`src/rtl/dmem_pkg.sv`:
```
// rtl/dmem_pkg.sv - shared types and constants for the MEM-stage data-memory port
package dmem_pkg;

  typedef enum logic [2:0] {
    LD_NONE = 3'd0,
    LD_W    = 3'd1,
    LD_H    = 3'd2,
    LD_B    = 3'd3,
    LD_HU   = 3'd4,
    LD_BU   = 3'd5
  } load_e;

  typedef enum logic [1:0] {
    ST_IDLE = 2'd0,
    ST_REQ  = 2'd1,
    ST_RESP = 2'd2,
    ST_DONE = 2'd3
  } state_e;

  localparam logic [3:0] BWEB_NONE = 4'b1111;

  // Encodings 110/111 are reserved and behave as "no load".
  function automatic load_e decode_load(input logic [2:0] code);
    case (code)
      3'd1:    decode_load = LD_W;
      3'd2:    decode_load = LD_H;
      3'd3:    decode_load = LD_B;
      3'd4:    decode_load = LD_HU;
      3'd5:    decode_load = LD_BU;
      default: decode_load = LD_NONE;
    endcase
  endfunction

endpackage

```
`src/rtl/load_align.sv`:
```
// rtl/load_align.sv - combinational lane selection and sign/zero extension of a read word
module load_align
  import dmem_pkg::*;
(
  input  logic [31:0] rdata_i,
  input  logic [1:0]  addr_lo_i,
  input  logic [2:0]  load_type_i,
  output logic [31:0] result_o
);

  logic [7:0]  byte_sel;
  logic [15:0] half_sel;
  load_e       ld_type;

  assign ld_type = decode_load(load_type_i);

  always_comb begin
    byte_sel = rdata_i[7:0];
    case (addr_lo_i)
      2'd0: byte_sel = rdata_i[7:0];
      2'd1: byte_sel = rdata_i[15:8];
      2'd2: byte_sel = rdata_i[23:16];
      2'd3: byte_sel = rdata_i[31:24];
      default: byte_sel = rdata_i[7:0];
    endcase
  end

  assign half_sel = addr_lo_i[1] ? rdata_i[31:16] : rdata_i[15:0];

  always_comb begin
    result_o = '0;
    case (ld_type)
      LD_W:    result_o = rdata_i;
      LD_H:    result_o = {{16{half_sel[15]}}, half_sel};
      LD_HU:   result_o = {16'h0000, half_sel};
      LD_B:    result_o = {{24{byte_sel[7]}}, byte_sel};
      LD_BU:   result_o = {24'h000000, byte_sel};
      default: result_o = '0;
    endcase
  end

endmodule

```
`src/rtl/dmem_bus_port.sv`:
```
// rtl/dmem_bus_port.sv - runs one EX/MEM load/store as a valid/ready bus transaction, stalling the pipe
module dmem_bus_port
  import dmem_pkg::*;
#(
  parameter int ADDR_W = 32,
  parameter int DATA_W = 32
) (
  input  logic              clk,
  input  logic              rst,
  input  logic [ADDR_W-1:0] mem_addr,
  input  logic [3:0]        mem_bweb,
  input  logic [DATA_W-1:0] mem_wdata,
  input  logic [2:0]        is_load,
  output logic              stall,
  output logic              bus_req_valid,
  input  logic              bus_req_ready,
  output logic [ADDR_W-1:0] bus_req_addr,
  output logic              bus_req_write,
  output logic [3:0]        bus_req_wstrb,
  output logic [DATA_W-1:0] bus_req_wdata,
  input  logic              bus_rsp_valid,
  input  logic [DATA_W-1:0] bus_rsp_rdata,
  input  logic              bus_rsp_err,
  output logic [DATA_W-1:0] load_data,
  output logic              load_valid,
  output logic              access_err
);

  state_e            state_q, state_d;
  logic              load_valid_q, load_valid_d;
  logic              access_err_q, access_err_d;
  logic [DATA_W-1:0] load_data_q, load_data_d;

  logic              is_store;
  logic              is_ld;
  logic              pending;
  logic              misaligned;
  logic              stall_c;
  load_e             ld_type;
  logic [DATA_W-1:0] aligned;

  // A store takes priority; a simultaneous load request is dropped.
  assign is_store   = (mem_bweb != BWEB_NONE);
  assign ld_type    = decode_load(is_load);
  assign is_ld      = !is_store && (ld_type != LD_NONE);
  assign pending    = is_store || is_ld;
  assign misaligned = is_ld &&
                      (((ld_type == LD_W) && (mem_addr[1:0] != 2'b00)) ||
                       (((ld_type == LD_H) || (ld_type == LD_HU)) && (mem_addr[1:0] == 2'b11)));

  load_align u_load_align (
    .rdata_i     (bus_rsp_rdata),
    .addr_lo_i   (mem_addr[1:0]),
    .load_type_i (is_load),
    .result_o    (aligned)
  );

  assign bus_req_addr  = {mem_addr[ADDR_W-1:2], 2'b00};
  assign bus_req_write = is_store;
  assign bus_req_wstrb = is_store ? ~mem_bweb : 4'b0000;
  assign bus_req_wdata = mem_wdata;

  always_comb begin
    state_d       = state_q;
    load_valid_d  = 1'b0;
    access_err_d  = 1'b0;
    load_data_d   = '0;
    bus_req_valid = 1'b0;
    stall_c       = 1'b0;
    case (state_q)
      ST_IDLE: begin
        if (pending) begin
          stall_c = 1'b1;
          if (misaligned) begin
            state_d      = ST_DONE;
            access_err_d = 1'b1;
          end else begin
            state_d = ST_REQ;
          end
        end
      end
      ST_REQ: begin
        stall_c       = 1'b1;
        bus_req_valid = 1'b1;
        if (bus_req_ready) begin
          state_d = ST_RESP;
        end
      end
      ST_RESP: begin
        stall_c = 1'b1;
        if (bus_rsp_valid) begin
          state_d = ST_DONE;
          if (bus_rsp_err) begin
            access_err_d = 1'b1;
          end else if (is_ld) begin
            load_valid_d = 1'b1;
            load_data_d  = aligned;
          end
        end
      end
      ST_DONE: begin
        state_d = ST_IDLE;
      end
      default: begin
        state_d = ST_IDLE;
      end
    endcase
  end

  always_ff @(posedge clk) begin
    if (rst) begin
      state_q      <= ST_IDLE;
      load_valid_q <= 1'b0;
      access_err_q <= 1'b0;
      load_data_q  <= '0;
    end else begin
      state_q      <= state_d;
      load_valid_q <= load_valid_d;
      access_err_q <= access_err_d;
      load_data_q  <= load_data_d;
    end
  end

  assign stall      = stall_c && !rst;
  assign load_valid = load_valid_q;
  assign access_err = access_err_q;
  assign load_data  = load_data_q;

endmodule

```
`config.mk`:
```
export PLATFORM = sky130hd
export DESIGN_NAME = dmem_bus_port
export DESIGN_NICKNAME = d
export VERILOG_FILES = /design/src/rtl/dmem_pkg.sv /design/src/rtl/load_align.sv /design/src/rtl/dmem_bus_port.sv
export SDC_FILE = /design/constraint.sdc
export NUM_CORES = 1
export LEC_CHECK = 0
export ABC_CLOCK_PERIOD_IN_PS = 2600
export CORE_UTILIZATION = 33
export DETAILED_ROUTE_END_ITERATION = 16
export PLACE_DENSITY_LB_ADDON = 0.2
export SLEW_MARGIN = 10
export SYNTH_ARGS = -nofsm -noshare
export SYNTH_HDL_FRONTEND = slang
export SYNTH_SLANG_ARGS = --single-unit
```
`constraint.sdc`:
```
create_clock -name clk -period 2.6 [get_ports clk]
set_clock_uncertainty 0.15 [all_clocks]
set_input_delay 0.26 -clock clk [delete_from_list [all_inputs] [get_ports clk]]
set_output_delay 0.26 -clock clk [all_outputs]
set_load 0.03 [all_outputs]
```
==> results of run 1 <==
## logic make-up (layout without fill, tap and decap cells)
kind of cell               Yosys count  after routing
AOI/OAI and AO/OA                   61             61
adders and majority gates            4              4
other                                1              2
and+or+nand+nor                     46             46
muxes                                9              9
buffers and inverters               89            114
xor gates and xnor gates             1              1
DFF                                 36             36
## cells in the mapped netlist
cell	n	area, µm²
nor2_1	2	7.51
o2111ai_1	1	8.76
a21boi_0	1	7.51
xnor2_1	1	8.76
a211oi_1	1	7.51
o221a_2	1	11.3
mux4_2	8	180
a22oi_1	14	105
nor3b_2	1	12.5
nand3b_1	1	7.51
buf_4	69	518
nand3_1	2	10.0
buf_2	2	10.0
nor2_2	1	6.26
o31ai_1	1	7.51
nor2b_1	1	6.26
ha_1	4	50.1
nor4_1	1	6.26
nand4_1	1	6.26
nor4bb_1	2	20.0
dfxtp_1	36	721
nand2b_1	4	25.0
or2_2	1	6.26
a21oi_1	34	170
inv_1	12	45.0
a221oi_1	2	17.5
conb_1	1	3.75
a22oi_2	1	12.5
o32ai_2	1	16.3
a21o_1	1	7.51
clkbuf_1	4	15.0
nand2_1	27	101
buf_6	2	22.5
nor3_1	1	5.00
mux2i_1	1	10.0
nand3_2	1	10.0
o21ai_0	3	15.0
## sequential cells by signal, indices dropped and copies added (netlist names)
name / count
access_err: 1
state_q: 2
load_valid: 1
load_data: 32
## stage by stage
| stage | power [mW] | area, µm² |
|---|---|---|
| finish | 1.42 | 2750 |
| global route | 1.52 | 2750 |
| CTS | 1.44 | 2750 |
| detailed placement | 1.01 | 2650 |
| global placement | 1.01 | 2650 |
| floorplan | 1.03 | 2200 |
## per-layer routing
metal  share of wire, %  track usage, %  vias to the layer above
met5                  0               0                        -
met4                1.9            7.09                        0
met3                 11            8.01                       22
met2                 47            27.7                      124
met1                 39            20.6                      847
li1                   -               -                      830
## power by group
group	total [mW]	internal [mW]	leakage (nW)	switching, mW
combinational	0.418	0.201	0.642	0.217
sequential	0.582	0.567	0.290	0.0148
clock	0.422	0.215	0.0445	0.206
total	1.42	0.984	0.977	0.438
## layout make-up
cell class / count / share of cell area, %
timing repair buffer: 94 / 33.4
multi-input combinational: 123 / 31.8
sequential: 36 / 26.2
tap: 77 / 3.51
clock buffer: 7 / 3.14
inverter: 12 / 1.64
clock inverter: 1 / 0.273
## worst paths after layout
check,slack (ps),cells past startpoint,to
worst max-delay path,370,7,stall
worst min register to register,430,2,state_q[0]$_SDFFE_PP0P_
worst min-delay path,370,0,bus_req_addr[16]
worst max register to register,830,6,state_q[1]$_SDFFE_PP0P_
==> results.md, run 1 <==
* Row cnt at 29
* DR vias at between 1500 and 2000
* VDD IR-drop max at about 0.40 mV
* Setup bufs post-CTS at 0
* Status: finished clean
* Commonest non-fill, non-tap cell in the layout: clkdlybuf4s50_1
* Syn Inst Count at 247
* Synth Area in Adders at under 10%
* Gp weighted congestion at just under 0.8
* Max clock buf depth at 2
* Min Hold Slack at about 370 ps
* Post-route clock period utilization at a little under nine tenths
* Most frequent cell on the critical path: buf_4
* Core area at 0.00639 mm²
* Clk Latency, worst-skew pair at just under 300 ps
* Peak Freq at between 400 and 500 MHz
* I/O Pins at about 210
* Overall Global Routing Usage at roughly 18%
* Multi-input gate area at around 870 µm²
* Utilization after layout at a little over two fifths
* Total Nets Final at 384
* FF+latch area at 721 µm²
* CTS resizes at 0
* Hold Path Origin: mem_addr[16]
* Worst path arrival time at 1820 ps
* Clock root buffer: clkbuf_8
* Worst setup startpoint: is_load[1]
* WS Path Type: primary input to primary output
* Max capacitance violation total at 0
* Slowest stage delay, CP at roughly 490 ps
* Mux contribution to synthesized area at 8.64%
* Synthesis Warnings at 0
* Post-synthesis simple-gate area fraction at 10.5%
* Global-route wire length before repair at approximately 9500 µm
* CP delay by family, top: buffers and inverters
* Fillers at 646
* Post-route DRC at 0
* Slew Limit Fails at 0
* Setup TNS at 0 ps
* Static leakage at 0.977 nW
* Yosys reg bits at 36
* Final worst-path setup slack at 367 ps
* DRT Pass-1 Iters at 4
* Crit path required time at 2190 ps
* Slew @ Worst Pin at 1070 ps
* Via density at 5.21
* Crit-path slowest cell: clkdlybuf4s50_1
* 1st-iter DRT viols at 94
* Share of post-route cells with drive strength above 1 at a little under an eighth
* H-tree Lvls at 2
* TritonCTS sink count at 36
* Crit start category: primary input
* Layout area overhead at 24.8%
* Final count of hold timing violations at 0
* Critical path buffer and inverter count at 3
* Seq/Total Area, Yosys at 32.7%
* Crit end category: primary output
* Hpwl dp at roughly 4600 µm
* Ant diodes at 0
* Reg2reg start: state_q[1]$_SDFFE_PP0P_
* Final wirelength at 6220 µm
* Number of port buffers at 86
* CP Max Fanout at 7
* Synth unique cells at 37
* Max-slew headroom at ~29%
* RSZ-0062 raised after global routing: no
* P per Cell Area at 517 mW/mm²
* Placed cell count at around 340
* Starting Density at about a third
* Setup-failing EPs final at 0
* Die area at ~0.0070 mm²
* Total grt overflow at 0
* Die height at about 84 µm
* CTS tree: done
* Largest net degree at the start of global routing at 34
* Synth Area per Inst at just under 9 µm²
* Hold Path Class: primary input to primary output
* Commonest non-fill, non-tap cells in the layout: clkdlybuf4s50_1, dfxtp_1, a21oi_1, nand2_1, a22oi_1
* Post-CTS Hold Buffers at 0
* Post-place setup slack at approximately 220 ps
* Synth Cell Area at 0.00220 mm²
* Initial antenna violation count at 0
* Drt wl/cell at 17.8 µm
* Post-synthesis xor/xnor area fraction at 0.398%
* Main combinational cell family by area after synthesis: buffers and inverters
* TritonCTS buffer count at 5
* Die Wd at about 84 µm
* Number of global-route vias before repair at around 1800
* Final std cells w/o fill at 350
* Cell Chain, Critical Path: clkdlybuf4s50_1 -> buf_4 -> nor3_1 -> a21oi_1 -> o21ai_0 -> a211oi_1 -> buf_4
* Post-route ant nets at 0
* Period minus WS final at 2230 ps
* Compound-gate portion of the synthesized area at ~18%
No activity file was read; power rests on OpenSTA's default activity.
==> inputs of run 2 (changes only) <==
- REMOVE_ABC_BUFFERS: not set -> 1
==> run 2 against run 1 <==
Net effect:
- sequential share of layout area increased by 0.23 points
- global-route usage increased by 14 points
- total power decreased by 2.7%
- non-clock buffer count decreased by 1
- highest routed layer is now met5
==> results.md, run 2 (same netlist as run 1, synthesis figures left out) <==
* TritonCTS sink count at 36
* Gp weighted congestion at between 0.9 and 1
* CTS tree: done
* Die Wd at between 80 and 90 µm
* Max capacitance violation total at 0
* Peak Freq at ~430 MHz
* Commonest non-fill, non-tap cells in the layout: clkdlybuf4s50_1, dfxtp_1, a21oi_1, nand2_1, a22oi_1
* Die area at 0.00700 mm²
* Crit end category: primary output
* Status: finished clean
* Post-CTS Hold Buffers at 0
* Core area at 0.00639 mm²
* Slew @ Worst Pin at approximately 800 ps
* RSZ-0062 raised after global routing: no
* 1st-iter DRT viols at slightly above 80
* Starting Density at 34.5%
* Max clock buf depth at 2
* Layout area overhead at 23.8%
* Ant diodes at 0
* Commonest non-fill, non-tap cell in the layout: clkdlybuf4s50_1
* Post-route clock period utilization at between 80 and 90%
* Number of global-route vias before repair at 1739
* Total Nets Final at roughly 380
* Total grt overflow at 0
* Final wirelength at roughly 11000 µm
* Period minus WS final at between 2000 and 2500 ps
* Drt wl/cell at 32.2 µm
* TritonCTS buffer count at 5
* Number of port buffers at between 80 and 90
* H-tree Lvls at 2
* Initial antenna violation count at 0
* DR vias at 1904
* Min Hold Slack at approximately 370 ps
* VDD IR-drop max at 0.331 mV
* Crit path required time at approximately 2200 ps
* Crit start category: primary input
* Setup bufs post-CTS at 0
* Via density at roughly 5.5
* Final Cell Area at 0.00272 mm²
* Static leakage at a little under 1 nW
* Clk Latency, worst-skew pair at 290 ps
* Overall Global Routing Usage at between 30% and 40%
* Max FFs per register at 32
* Share of post-route cells with drive strength above 1 at a little over a tenth
* Worst path arrival time at around 1900 ps
* P per Cell Area at 508 mW/mm²
* Clock root buffer: clkbuf_8
* Global-route wire length before repair at 14800 µm
* Fillers at approximately 640
* Setup TNS at 0 ps
* Final worst-path setup slack at 297 ps
* Setup-failing EPs final at 0
* DRT Pass-1 Iters at 4
* Largest net degree at the start of global routing at 34
* Post-route ant nets at 0
* CP Max Fanout at 8
* Die height at 83.7 µm
* Hold Path Class: primary input to primary output
* Post-place setup slack at 313 ps
* Row cnt at 29
* CTS resizes at 0
* Final count of hold timing violations at 0
* WS Path Type: primary input to primary output
* Slew Limit Fails at 0
* Post-route DRC at 0
* Max-slew headroom at 46.3%
* I/O Pins at approximately 210
* Area after DPL at between 0.002 and 0.003 mm²
* Hpwl dp at about 9500 µm
## run 2: cell count changes in the layout (fill, tap and decap cells not counted), sizes merged
cell,previous run,this run
clkbuf,7,6
clkinvlp,1,0
clkinv,0,1
buf,9,8
## run 2: final timing paths
path,from,cells after the start,slack [ps],end
max,is_load[1],6,300,stall
min,mem_addr[29],0,370,bus_req_addr[29]
max reg2reg,state_q[1]$_SDFFE_PP0P_,6,840,state_q[1]$_SDFFE_PP0P_
min reg2reg,state_q[1]$_SDFFE_PP0P_,2,430,state_q[1]$_SDFFE_PP0P_
## run 2: layout make-up
type | instances | area, µm² | area share (%)
Tap cell | 77 | 96.3 | 3.54
Sequential cell | 36 | 721 | 26.5
Inverter | 12 | 45.0 | 1.65
Multi-Input combinational cell | 123 | 873 | 32.1
Clock inverter | 1 | 5.00 | 0.184
Clock buffer | 6 | 72.6 | 2.66
Timing Repair Buffer | 93 | 911 | 33.4
## run 2: critical path, stage by stage
cell and delay (ps):
clkdlybuf4s50_1 640, nor3_1 100, a21oi_1 260, o21ai_0 120, a211oi_1 290, buf_4 210
## run 2: layer usage
layer | vias to the layer above | GRT usage, % | share of wire (%)
met1 | 831 | 19.5 | 22
met2 | 232 | 56.5 | 51
met5 | - | 6.82 | 0.56
li1 | 826 | - | -
met3 | 13 | 37.3 | 25
met4 | 2 | 6.63 | 1.6
## run 2: power breakdown
group / internal (mW) / switching, mW
Sequential: 0.567 / 0.0124
Combinational: 0.201 / 0.216
Clock: 0.182 / 0.204
## run 2: stage by stage
| stage | cells | util [%] | total power, mW |
|---|---|---|---|
| after floorplan | 171 | - | 0.827 |
| after global placement | 341 | 41.4 | 1.00 |
| after detailed placement | 341 | 41.4 | 1.00 |
| after CTS | 348 | 42.7 | 1.38 |
| after global routing | 348 | 42.7 | 1.45 |
| final | 348 | 42.7 | 1.38 |
==> inputs of run 3 (changes only) <==
- CORE_UTILIZATION: 33 -> 23
- SYNTH_HIERARCHICAL: not set -> 1
==> run 3 against run 2 <==
Net effect:
- first-iteration DRC count fell by 43%
- count of clock-buffer cells in the layout grew 1
- die area is 62% higher
- global-route usage shrank 13 points
- area after synthesis increased by 14%
- critical path depth grew 2
- critical endpoint unchanged
- highest routed layer unchanged
==> results.md, run 3 <==
* Status: finished clean
* Hpwl dp at approximately 8800 µm
* Asr flop ratio synth at 0%
* Seq/Total Area, Yosys at between 20 and 30%
* Post-synth top cells: buf_4, dfxtp_1, and2_1, inv_1, a21o_1
* Core area at 0.0104 mm²
* Fillers at 1126
* Drt wl/cell at 23.5 µm
* Min Hold Slack at 370 ps
* Setup bufs post-CTS at 0
* Largest cells by area after synthesis: dfxtp_1, buf_4, and2_1, mux2i_1, a21o_1
* Final wirelength at ~11000 µm
* RSZ-0062 raised after global routing: no
* Max FFs per register at 32
* I/O Pins at around 210
* Ant diodes at 0
* Yosys reg bits at 36
* 1st-iter DRT viols at between 40 and 50
* Die height at about 110 µm
* Crit start category: primary input
* Number of port buffers at 86
* H-tree Lvls at 2
* Worst path arrival time at about 1800 ps
* Crit end category: primary output
* Synth unique cells at 45
* Post-synth EDFFs at 0
* Post-route ant nets at 0
* Slew Limit Fails at 0
* CTS tree: done
* P per Cell Area at roughly 460 mW/mm²
* Slowest stage delay, CP at about 340 ps
* CP Max Fanout at 4
* Cell Chain, Critical Path: dlymetal6s2s_1 -> inv_1 -> ha_1 -> maj3_2 -> o21ai_2 -> o21ai_0 -> a211oi_1 -> buf_4
* Final Cell Area at 0.00330 mm²
* Layout area overhead at 31.7%
* Post-CTS Hold Buffers at 0
* Starting Density at between 20 and 25%
* Number of global-route vias before repair at just over 2000
* Hold Path Class: primary input to primary output
* Overall Global Routing Usage at between 10% and 20%
* Clk Latency, worst-skew pair at 280 ps
* Count leader, synth: buf_4
* Syn Inst Count at between 200 and 300
* Setup-failing EPs final at 0
* Commonest non-fill, non-tap cell in the layout: clkdlybuf4s50_1
* Clock root buffer: clkbuf_8
* Max clock buf depth at 2
* Peak Freq at roughly 450 MHz
* Row cnt at 37
* Total grt overflow at 0
* Static leakage at ~1.5 nW
* Synth Area per Inst at between 9 and 10 µm²
* Via density at about 4.6
* Yosys top cell area share at 28.8%
* Crit-path slowest cell: maj3_2
* Initial antenna violation count at 0
* Synthesis Warnings at 6
* Post-synth top area cell: dfxtp_1
* DR vias at between 2000 and 2500
* Synth Cell Area at between 0.002 and 0.003 mm²
* Die Wd at 106 µm
* Top_reg_cell synth: dfxtp_1
* Die area at about 0.011 mm²
* TritonCTS sink count at 36
* VDD IR-drop max at around 0.20 mV
* Commonest non-fill, non-tap cells in the layout: clkdlybuf4s50_1, dfxtp_1, and2_1, buf_4, inv_1
* Share of post-route cells with drive strength above 1 at 13.7%
* Total Nets Final at 430
* Max capacitance violation total at 0
* Post-route clock period utilization at 85.4%
* WS Path Type: primary input to primary output
* Area after DPL at between 0.003 and 0.004 mm²
* Utilization after layout at a little under a third
* Period minus WS final at ~2200 ps
* Crit path required time at 2190 ps
* DRT Pass-1 Iters at 4
* Gp weighted congestion at 0.746
* Final count of hold timing violations at 0
* TritonCTS buffer count at 5
* Global-route wire length before repair at between 10000 and 15000 µm
* Largest net degree at the start of global routing at 34
* Post-route DRC at 0
run 3: worst paths after layout:
kind / start / to / slack (ps) / cells past startpoint
setup / recovery: is_load[1] / stall / 380 / 8
hold / removal: mem_wdata[5] / bus_req_wdata[5] / 370 / 0
setup reg to reg: state_q[1]$_SDFFE_PP0P_ / state_q[1]$_SDFFE_PP0P_ / 780 / 6
hold reg to reg: state_q[0]$_SDFFE_PP0P_ / state_q[0]$_SDFFE_PP0P_ / 420 / 2
run 3: layout make-up:
cell class / count / area, µm² / share of cell area (%)
Timing Repair Buffer: 107 / 1030 / 31.3
Multi-Input combinational cell: 146 / 1180 / 35.7
Clock buffer: 7 / 96.3 / 2.92
Tap cell: 136 / 170 / 5.16
Inverter: 18 / 67.6 / 2.05
Clock inverter: 1 / 30.0 / 0.911
Sequential cell: 36 / 721 / 21.9
run 3: power breakdown:
group	leakage, nW	internal [mW]	switching, mW
registers	0.290	0.558	0.00697
clock network	0.0645	0.339	0.211
logic	1.14	0.207	0.187
total	1.49	1.10	0.405
run 3: critical path, delay by kind of cell:
kind            cells  cell delay (ps)
compound gates      3              500
fa+ha+maj           2              630
buf+inv             3              420
run 3: kinds of logic (layout without fill, tap and decap cells):
logic type | Yosys count | in the layout | synth area share (%)
compound gates | 58 | 58 | 18.1
xor+xnor | 1 | 1 | 0.350
fa+ha+maj | 10 | 10 | 4.90
buf+inv | 91 | 133 | 24.4
flops | 36 | 36 | 28.8
mux | 17 | 17 | 7.40
other cells | 1 | 2 | 0.150
simple gates | 58 | 58 | 15.8
run 3: metal layers:
layer / up-vias / part of all wire [%] / track usage (%) / wire, µm
met5: - / 1.1 / 9.05 / 116
met4: 4 / 0.74 / 3.27 / 78
met3: 8 / 21 / 18.4 / 2270
met2: 182 / 37 / 23.7 / 3950
met1: 904 / 40 / 20.4 / 4200
li1: 956 / - / - / -
run 3: what timing repair did:
action	CTS	global route
pin swaps	1	1
setup endpoints to repair	1	1
resized for setup	2	2
run 3: stage by stage:
stage | worst slack (ps) | power, mW | setup TNS, ps | std cells
after global routing | 220 | 1.59 | 0 | 451
after floorplan | 216 | 0.787 | 0 | 200
after detailed placement | -90.1 | 0.972 | -1520 | 443
after global placement | -76.6 | 0.973 | -1170 | 443
final | 380 | 1.51 | 0 | 451
after CTS | 1.46 | 1.53 | 0 | 451
